[config.mk]
export PLATFORM = sky130hd
export DESIGN_NAME = seg7_scan
export DESIGN_NICKNAME = d
export VERILOG_FILES = /design/src/rtl/seg7_scan_pkg.sv /design/src/rtl/seg7_decode.sv /design/src/rtl/seg7_scan.sv
export SDC_FILE = /design/constraint.sdc
export NUM_CORES = 1
export LEC_CHECK = 0
export BUFFER_PORTS_ARGS = -buffer_cell sky130_fd_sc_hd__buf_2
export CAP_MARGIN = 20
export CORE_MARGIN = 1.5
export CORE_UTILIZATION = 60
export CTS_BUF_LIST = sky130_fd_sc_hd__clkbuf_4 sky130_fd_sc_hd__clkbuf_8
export DETAILED_ROUTE_END_ITERATION = 12
export PLACE_DENSITY_LB_ADDON = 0.25
export SKIP_LAST_GASP = 1
export SYNTH_ARGS = -nofsm -noshare
export SYNTH_HDL_FRONTEND = slang
export SYNTH_HIERARCHICAL = 1
export SYNTH_SLANG_ARGS = --single-unit
[constraint.sdc]
create_clock -name CLK -period 3 [get_ports CLK]
set_input_delay 0.3 -clock CLK [delete_from_list [all_inputs] [get_ports CLK]]
set_output_delay 0.3 -clock CLK [all_outputs]
set_load 0.01 [all_outputs]
[src/rtl/seg7_scan_pkg.sv]
// Shared constants for the multiplexed 7-segment scanner: digit count,
// blank pattern, the active-low hex segment table and the display register layout.
package seg7_scan_pkg;

  localparam int unsigned NUM_DIGITS = 8;
  localparam logic [6:0]  SEG_BLANK  = 7'h7F;

  // Active-low, bit 0 = CA .. bit 6 = CG; index is the hex nibble
  localparam logic [6:0] SEG_HEX [16] = '{
    7'h40, 7'h79, 7'h24, 7'h30, 7'h19, 7'h12, 7'h02, 7'h78,
    7'h00, 7'h10, 7'h08, 7'h03, 7'h46, 7'h21, 7'h06, 7'h0E
  };

  typedef struct packed {
    logic [31:0] data;
    logic [7:0]  dp;
    logic [7:0]  en;
  } disp_t;

endpackage

[src/rtl/seg7_decode.sv]
// Combinational hex nibble to active-low 7-segment pattern.
module seg7_decode
  import seg7_scan_pkg::*;
(
  input  logic [3:0] nib,
  output logic [6:0] seg
);

  always_comb begin
    seg = SEG_HEX[nib];
  end

endmodule

[src/rtl/seg7_scan.sv]
// Eight-digit 7-segment scanner with blank-before-show slots and
// frame-synchronous double-buffered display updates.
module seg7_scan
  import seg7_scan_pkg::*;
#(
  parameter int unsigned SLOT_CYC  = 100000,
  parameter int unsigned BLANK_CYC = 1000
) (
  input  logic        CLK,
  input  logic        CPU_RESET_N,
  input  logic [31:0] DATA_I,
  input  logic [7:0]  DP_I,
  input  logic [7:0]  EN_I,
  input  logic        LOAD_I,
  output logic [7:0]  AN_O,
  output logic [6:0]  SEG_O,
  output logic        DP_O,
  output logic        PEND_O,
  output logic        FRAME_O
);

  localparam int unsigned CW = $clog2(SLOT_CYC);
  localparam int unsigned DW = $clog2(NUM_DIGITS);

  logic [CW-1:0] slot_cnt;
  logic [DW-1:0] digit;
  disp_t         act;
  disp_t         pnd;
  logic [3:0]    nib;
  logic [6:0]    seg_pat;
  logic          slot_end;
  logic          boundary;
  logic          blank;

  always_comb begin
    nib      = act.data[{digit, 2'b00} +: 4];
    slot_end = (slot_cnt == CW'(SLOT_CYC - 1));
    boundary = (slot_cnt == '0) && (digit == '0);
    blank    = (slot_cnt < CW'(BLANK_CYC));
  end

  seg7_decode u_decode (
    .nib (nib),
    .seg (seg_pat)
  );

  // Outputs are registered from the current counter state, so they trail the
  // counter by one cycle; the boundary copy lands in a blank cycle and is
  // therefore already in place before the first show cycle of digit 0.
  always_ff @(posedge CLK or negedge CPU_RESET_N) begin
    if (!CPU_RESET_N) begin
      slot_cnt <= '0;
      digit    <= '0;
      act      <= '0;
      pnd      <= '0;
      PEND_O   <= 1'b0;
      FRAME_O  <= 1'b0;
      AN_O     <= '1;
      SEG_O    <= SEG_BLANK;
      DP_O     <= 1'b1;
    end else begin
      if (slot_end) begin
        slot_cnt <= '0;
        digit    <= digit + DW'(1);
      end else begin
        slot_cnt <= slot_cnt + CW'(1);
      end

      if (boundary && PEND_O) begin
        act <= pnd;
      end

      if (LOAD_I) begin
        pnd    <= '{data: DATA_I, dp: DP_I, en: EN_I};
        PEND_O <= 1'b1;
      end else if (boundary) begin
        PEND_O <= 1'b0;
      end

      FRAME_O <= boundary;

      if (blank) begin
        AN_O  <= '1;
        SEG_O <= SEG_BLANK;
        DP_O  <= 1'b1;
      end else begin
        AN_O  <= act.en[digit] ? ~(8'b1 << digit) : 8'hFF;
        SEG_O <= seg_pat;
        DP_O  <= ~act.dp[digit];
      end
    end
  end

endmodule

After elaboration in Yosys (flattened, before gate mapping)
Memories as Yosys holds them, arrays and structs flattened.
Cells that the tools add are included.
{"block": "totals", "memories": 1, "mem_bits_ro": 112, "inputBits": 51, "reg_bits": 134, "word_cells": 43}
{"block": "op_classes", "n_reduce_logical": 5, "n_addsub": 2, "mux": 13, "bitwise": 3, "n_shift": 2, "n_eq_ne": 1, "n_lt_le_gt_ge": 3}
{"name": "(name not given)", "words": 16, "word_bits": 7, "rd": 1, "rd_clocked_by_memory_dff": 0, "wr": 0, "line_no": "seg7_decode.sv:10", "text": "seg = SEG_HEX[nib];"}
{"op": "$shiftx 32x6->4", "n": 1}
{"op": "$mux 7", "n": 3}
{"op": "$add 17x1->17 const B", "n": 1}
{"op": "$eq 17x17->1 const B", "n": 1}
{"op": "$logic_not 17->1", "n": 1}
{"op": "$lt 17x10->1 const B", "n": 1}
{"op": "$mux 17", "n": 1}
{"op": "$mux 8", "n": 2}
{"op": "$not 8->8", "n": 1}
{"op": "$shl 1x3->8 const A", "n": 1}
{"op": "$bmux 1 s3", "n": 2}
{"op": "$ge 5x5->1 const B", "n": 1}
{"op": "$mux 1", "n": 5}
{"op": "$not 4->5", "n": 1}
{"op": "$lt 3x4->1 const B", "n": 1}
{"op": "$add 3x1->3 const B", "n": 1}
{"op": "$logic_not 3->1", "n": 1}
{"op": "$logic_and 1x1->1", "n": 2}
{"op": "$reduce_bool 2->1", "n": 1}
{"op": "$not 1->1", "n": 1}

Longest topological paths before layout
{"block": "depth", "depth_word": 6, "mapped_depth": 10, "depth_no_buf": 9}

By module
The synthesis kept the hierarchy.
{"module": "seg7_scan", "area_each_um2": 5695.5, "instances": 1, "cells_per_inst": 378}
{"module": "seg7_decode", "area_each_um2": 247.7, "instances": 1, "cells_per_inst": 35}

Least setup slack after synthesis
OpenSTA, ideal clock, no wires.
{"block": "synth_timing", "path_type": "flip-flop to flip-flop", "startpoint": "reg digit[0]", "endpoint": "reg SEG_O[3]", "path_buffers": 1, "slack_ns": 0.626, "path_stages_with_launch": 10, "arrival_ns": 2.284, "cell_sequence": "dfrtp_1 -> buf_2 -> mux4_2 -> nand2_1 -> nand2_1 -> ha_1 -> or2_2 -> a21oi_1 -> a31oi_1 -> nand2b_1"}
{"block": "synth_between", "elab_chain_cells": 6}
{"element": "start: declaration", "line_no": "seg7_scan.sv:26", "text": "logic [DW-1:0] digit;"}
{"element": "start signal: assignment", "line_no": "seg7_scan.sv:64", "text": "digit <= digit + DW'(1);"}
{"element": "$shiftx 32x6->4", "line_no": "seg7_scan.sv:36", "text": "nib = act.data[{digit, 2'b00} +: 4];"}
{"element": "via nib[0]", "line_no": "seg7_scan.sv:29", "text": "logic [3:0] nib;"}
{"element": "$not 4->5 (implied by the code)", "line_no": "seg7_decode.sv:10"}
{"element": "$mem_v2 16x7"}
{"element": "$mux 7 (implied by the code) (2 in series)", "line_no": "seg7_decode.sv:10"}
{"element": "via seg_pat[3]", "line_no": "seg7_scan.sv:30", "text": "logic [6:0] seg_pat;"}
{"element": "$mux 7", "line_no": "seg7_scan.sv:82", "text": "if (blank) begin"}
{"element": "end signal: assignment", "line_no": "seg7_scan.sv:88", "text": "SEG_O <= seg_pat;"}
{"element": "end: declaration", "line_no": "seg7_scan.sv:16", "text": "output logic [6:0] SEG_O,"}
The timed path passes the listed nets, and every way through them passes these cells. The select of a mux whose other input is x is not followed.
A chain may end at the register's enable or synchronous reset.

Worst setup path in the final report
{"block": "layout_timing", "startpoint": "reg digit[0]", "endpoint": "reg act[18] (netlist name)"}
{"block": "layout_between", "elab_chain_cells": 3}
{"element": "$logic_not 3->1", "line_no": "seg7_scan.sv:38", "text": "boundary = (slot_cnt == '0) && (digit == '0);"}
{"element": "$logic_and 1x1->1", "line_no": "seg7_scan.sv:38"}
{"element": "$logic_and 1x1->1", "line_no": "seg7_scan.sv:69", "text": "if (boundary && PEND_O) begin"}
{"element": "end signal: assignment", "line_no": "seg7_scan.sv:70", "text": "act <= pnd;"}
{"element": "end: declaration", "line_no": "seg7_scan.sv:27", "text": "disp_t act;"}
No other way between the ends.

==> out/qor.csv <==
stage;metric;value;unit
critical_path;crit_chain;buf_4 > inv_1 > ha_1 > nor4b_4 > nand2_1 > nor3_4 > buf_4 > mux2_2;
power;ir_worst_vdd;0.388;mV
critical_path;critical_path.endpoint;act[18]$_DFFE_PN0P_;
final_layout;syn_to_final_growth;15.2;%
power;p_leak;3.07;nW
synthesis;synth.area.top_cells;dfrtp_1 50%, mux2_2 15%, dfstp_2 7.1%, mux2_4 5.1%, mux4_2 4.5%;
global_routing;grt_pass1_wl;17100;um
critical_path;crit_path_end_kind;flip-flop;
clock_network;postCtsHoldBufs;1;
critical_path;crit_top_cell;buf_4;
synthesis;yosysMostFrequentCell;dfrtp_1;
route;drt_pass1_iterations;4;
sta;rsz0062_at_grt;false;
sta;period_needed;2.50;ns
critical_path;r2r_end;act[18]$_DFFE_PN0P_;
critical_path;critPathArrivalTime;2.83;ns
final_layout;nNetsFinal;558;
clock_network;cts_setup_buffers;0;
sta;finalMaxSlewViolations;0;
sta;clock.fmax;400;MHz
run;maxCapViolCount;0;
critical_path;ff2ff_path_depth;8;
synthesis;synth_edf_count;0;
sta;layout_setup_ws;0.497;ns
floorplan;die_area;0.0105;sq mm
final_layout;fin_util;70.7;%
placement;gp_congestion;0.838;
placement;io_buffers;68;
final_layout;register_area;0.00337;sq mm
critical_path;r2r-start;digit[0]$_DFFE_PN0N_;
sta;finalHoldViolCount;0;
synthesis;ys_async_sr_fraction;100;%
sta;fin_crit_sh;83.4;%
critical_path;crit_required;3.33;ns
sta;setup_tns;0;ns
sta;whs;0.0845;ns
route;wl;10000;um
final_layout;drive_gt1_share;47.8;%
global_routing;grt_max_degree;65;
placement;dp_cells;604;
clock_network;cts_buffer_depth;2;
min_path;hp-class;input pin to flip-flop;
global_routing;overflow;0;
clock_network;clk_latency;0.44;ns
route;vias;3410;
floorplan;start_util;61.4;%
critical_path;crit_start;digit[0]$_DFFE_PN0N_;
floorplan;die_h;103;um
sta;final-setup-viol-count;0;
route;drc;0;
route;vias_per_cell;5.37;
critical_path;path_max_fanout;28;
clock_network;cts_buffers;17;
clock_network;cts_sinks;134;
sta;clock_skew;0.00939;ns
outcome;status;finished clean;
clock_network;cts_resized;0;
floorplan;fp-row-count;36;
synthesis;netlist_area;0.00594;sq mm
synthesis;yosysSeqAreaShare;56.8;%
critical_path;slowest_delay;0.50;ns
sta;slew_headroom;45.7;%
clock_network;cts.clk_slew.worst_paths;0.07;ns
synthesis;synth_top_area_cell;dfrtp_1;
global_routing;antenna_found_initial;0;
floorplan;ioPinCount;69;
final_layout;n_antenna_cell;0;
clock_network;htreeDepth;4;
synthesis;avgSynthCellArea;14.4;sq um
synthesis;ys_ff_latch;134;
route;routedWlPerCell;15.8;um
clock_network;cts_tree;yes;
placement;pre_cts_ws;0.475;ns
placement;post_dp_cell_area;0.00640;sq mm
critical_path;crit_type;flip-flop to flip-flop;
synthesis;synth_common_cells;118 x dfrtp_1, 78 x mux2_2, 31 x nand2_1, 20 x mux2_4, 16 x dfstp_2;
critical_path;ff2ff_setup_slack;0.50;ns
critical_path;startpoint_type;flip-flop;
synthesis;synth_cell_types;46;
synthesis;ys.warnings.count;6;
global_routing;grt_pass1_vias;3628;
sta;worstMarginPinSlew;0.814;ns
synthesis;synth_top_area_share;49.7;%
power;power;3.80;mW
synthesis;syn-num-nets;479;
route;initialDrtViolationCount;114;
placement;hpwlAfterDp;7070;um
critical_path;cp_slowest_cell;dfrtp_1;
synthesis;synth_top_flop_cell;dfrtp_1;
floorplan;die_w;103;um
route;ant_nets;0;
synthesis;syn_inst;413;
clock_network;root_buffer;clkbuf_8;
global_routing;track_usage;22.2;%
floorplan;core_area;0.00968;sq mm
final_layout;layoutNonFillerInstCount;635;
power;p_per_area;555;mW/mm^2
final_layout;multi_input_area;0.00240;sq mm
final_layout;num-fill-cells;680;
final_layout;stdcell_area;0.00685;sq mm
## registers in the layout, indices dropped and copies added (netlist names)
signal,count
AN_O,8
DP_O,1
FRAME_O,1
PEND_O,1
SEG_O,7
act,48
digit,3
pnd,48
slot_cnt,17
## layout make-up
| cell class | instances | area share (%) |
|---|---|---|
| Sequential cell | 134 | 49.3 |
| Multi-Input combinational cell | 250 | 35.0 |
| Timing Repair Buffer | 79 | 6.62 |
| Clock buffer | 20 | 3.93 |
| Tap cell | 133 | 2.43 |
| Clock inverter | 9 | 2.21 |
| Inverter | 10 | 0.548 |
## report_power, final
part | internal, mW | total [mW] | switching [mW] | leakage, nW
combinational | 0.143 | 0.243 | 0.0998 | 1.22
sequential | 1.91 | 1.96 | 0.0576 | 1.64
clock | 0.943 | 1.59 | 0.651 | 0.214
total | 2.99 | 3.80 | 0.808 | 3.07
## cell families after synthesis
family,synth area share (%)
xor+xnor,2.06
fa+ha+maj,3.16
compound gates,2.15
mux,24.7
flops,56.8
simple gates,8.13
buf+inv,3.03
## worst min path at each step
stage                            from                  end  cells after the start
after floorplan           CPU_RESET_N    FRAME_O$_DFF_PN0_                      0
after global placement    CPU_RESET_N   pnd[0]$_DFFE_PN0P_                      1
after detailed placement  CPU_RESET_N   pnd[1]$_DFFE_PN0P_                      1
after CTS                  DATA_I[31]  pnd[47]$_DFFE_PN0P_                      2
after global routing          DP_I[1]   pnd[9]$_DFFE_PN0P_                      2
final                      DATA_I[31]  pnd[47]$_DFFE_PN0P_                      2
## layer usage
metal	vias to the layer above	track usage, %	routed length (um)	part of all wire (%)
met5	-	0	0	0
met4	0	8.32	91	0.91
met3	9	7.66	383	3.8
met2	59	35.8	5030	50
met1	1730	27.9	4540	45
li1	1612	-	-	-
## layout by cell type, fill, tap and decap left out, drive strengths merged, types with 11 or more instances in the layout
cell and count:
buf 78, clkbuf 20, dfrtp 118, dfstp 16, ha 15, mux2 98
mux4 12, nand2 31, nand2b 11, nand3 13
## critical path: cells and delay by family, from the launching register on
kind / cells / cell delay [ns]
buffers and inverters: 3 / 0.73
and+or+nand+nor: 3 / 0.53
DFF: 1 / 0.50
muxes: 1 / 0.38
adders and majority gates: 1 / 0.21
No activity file was read; power rests on OpenSTA's default activity.
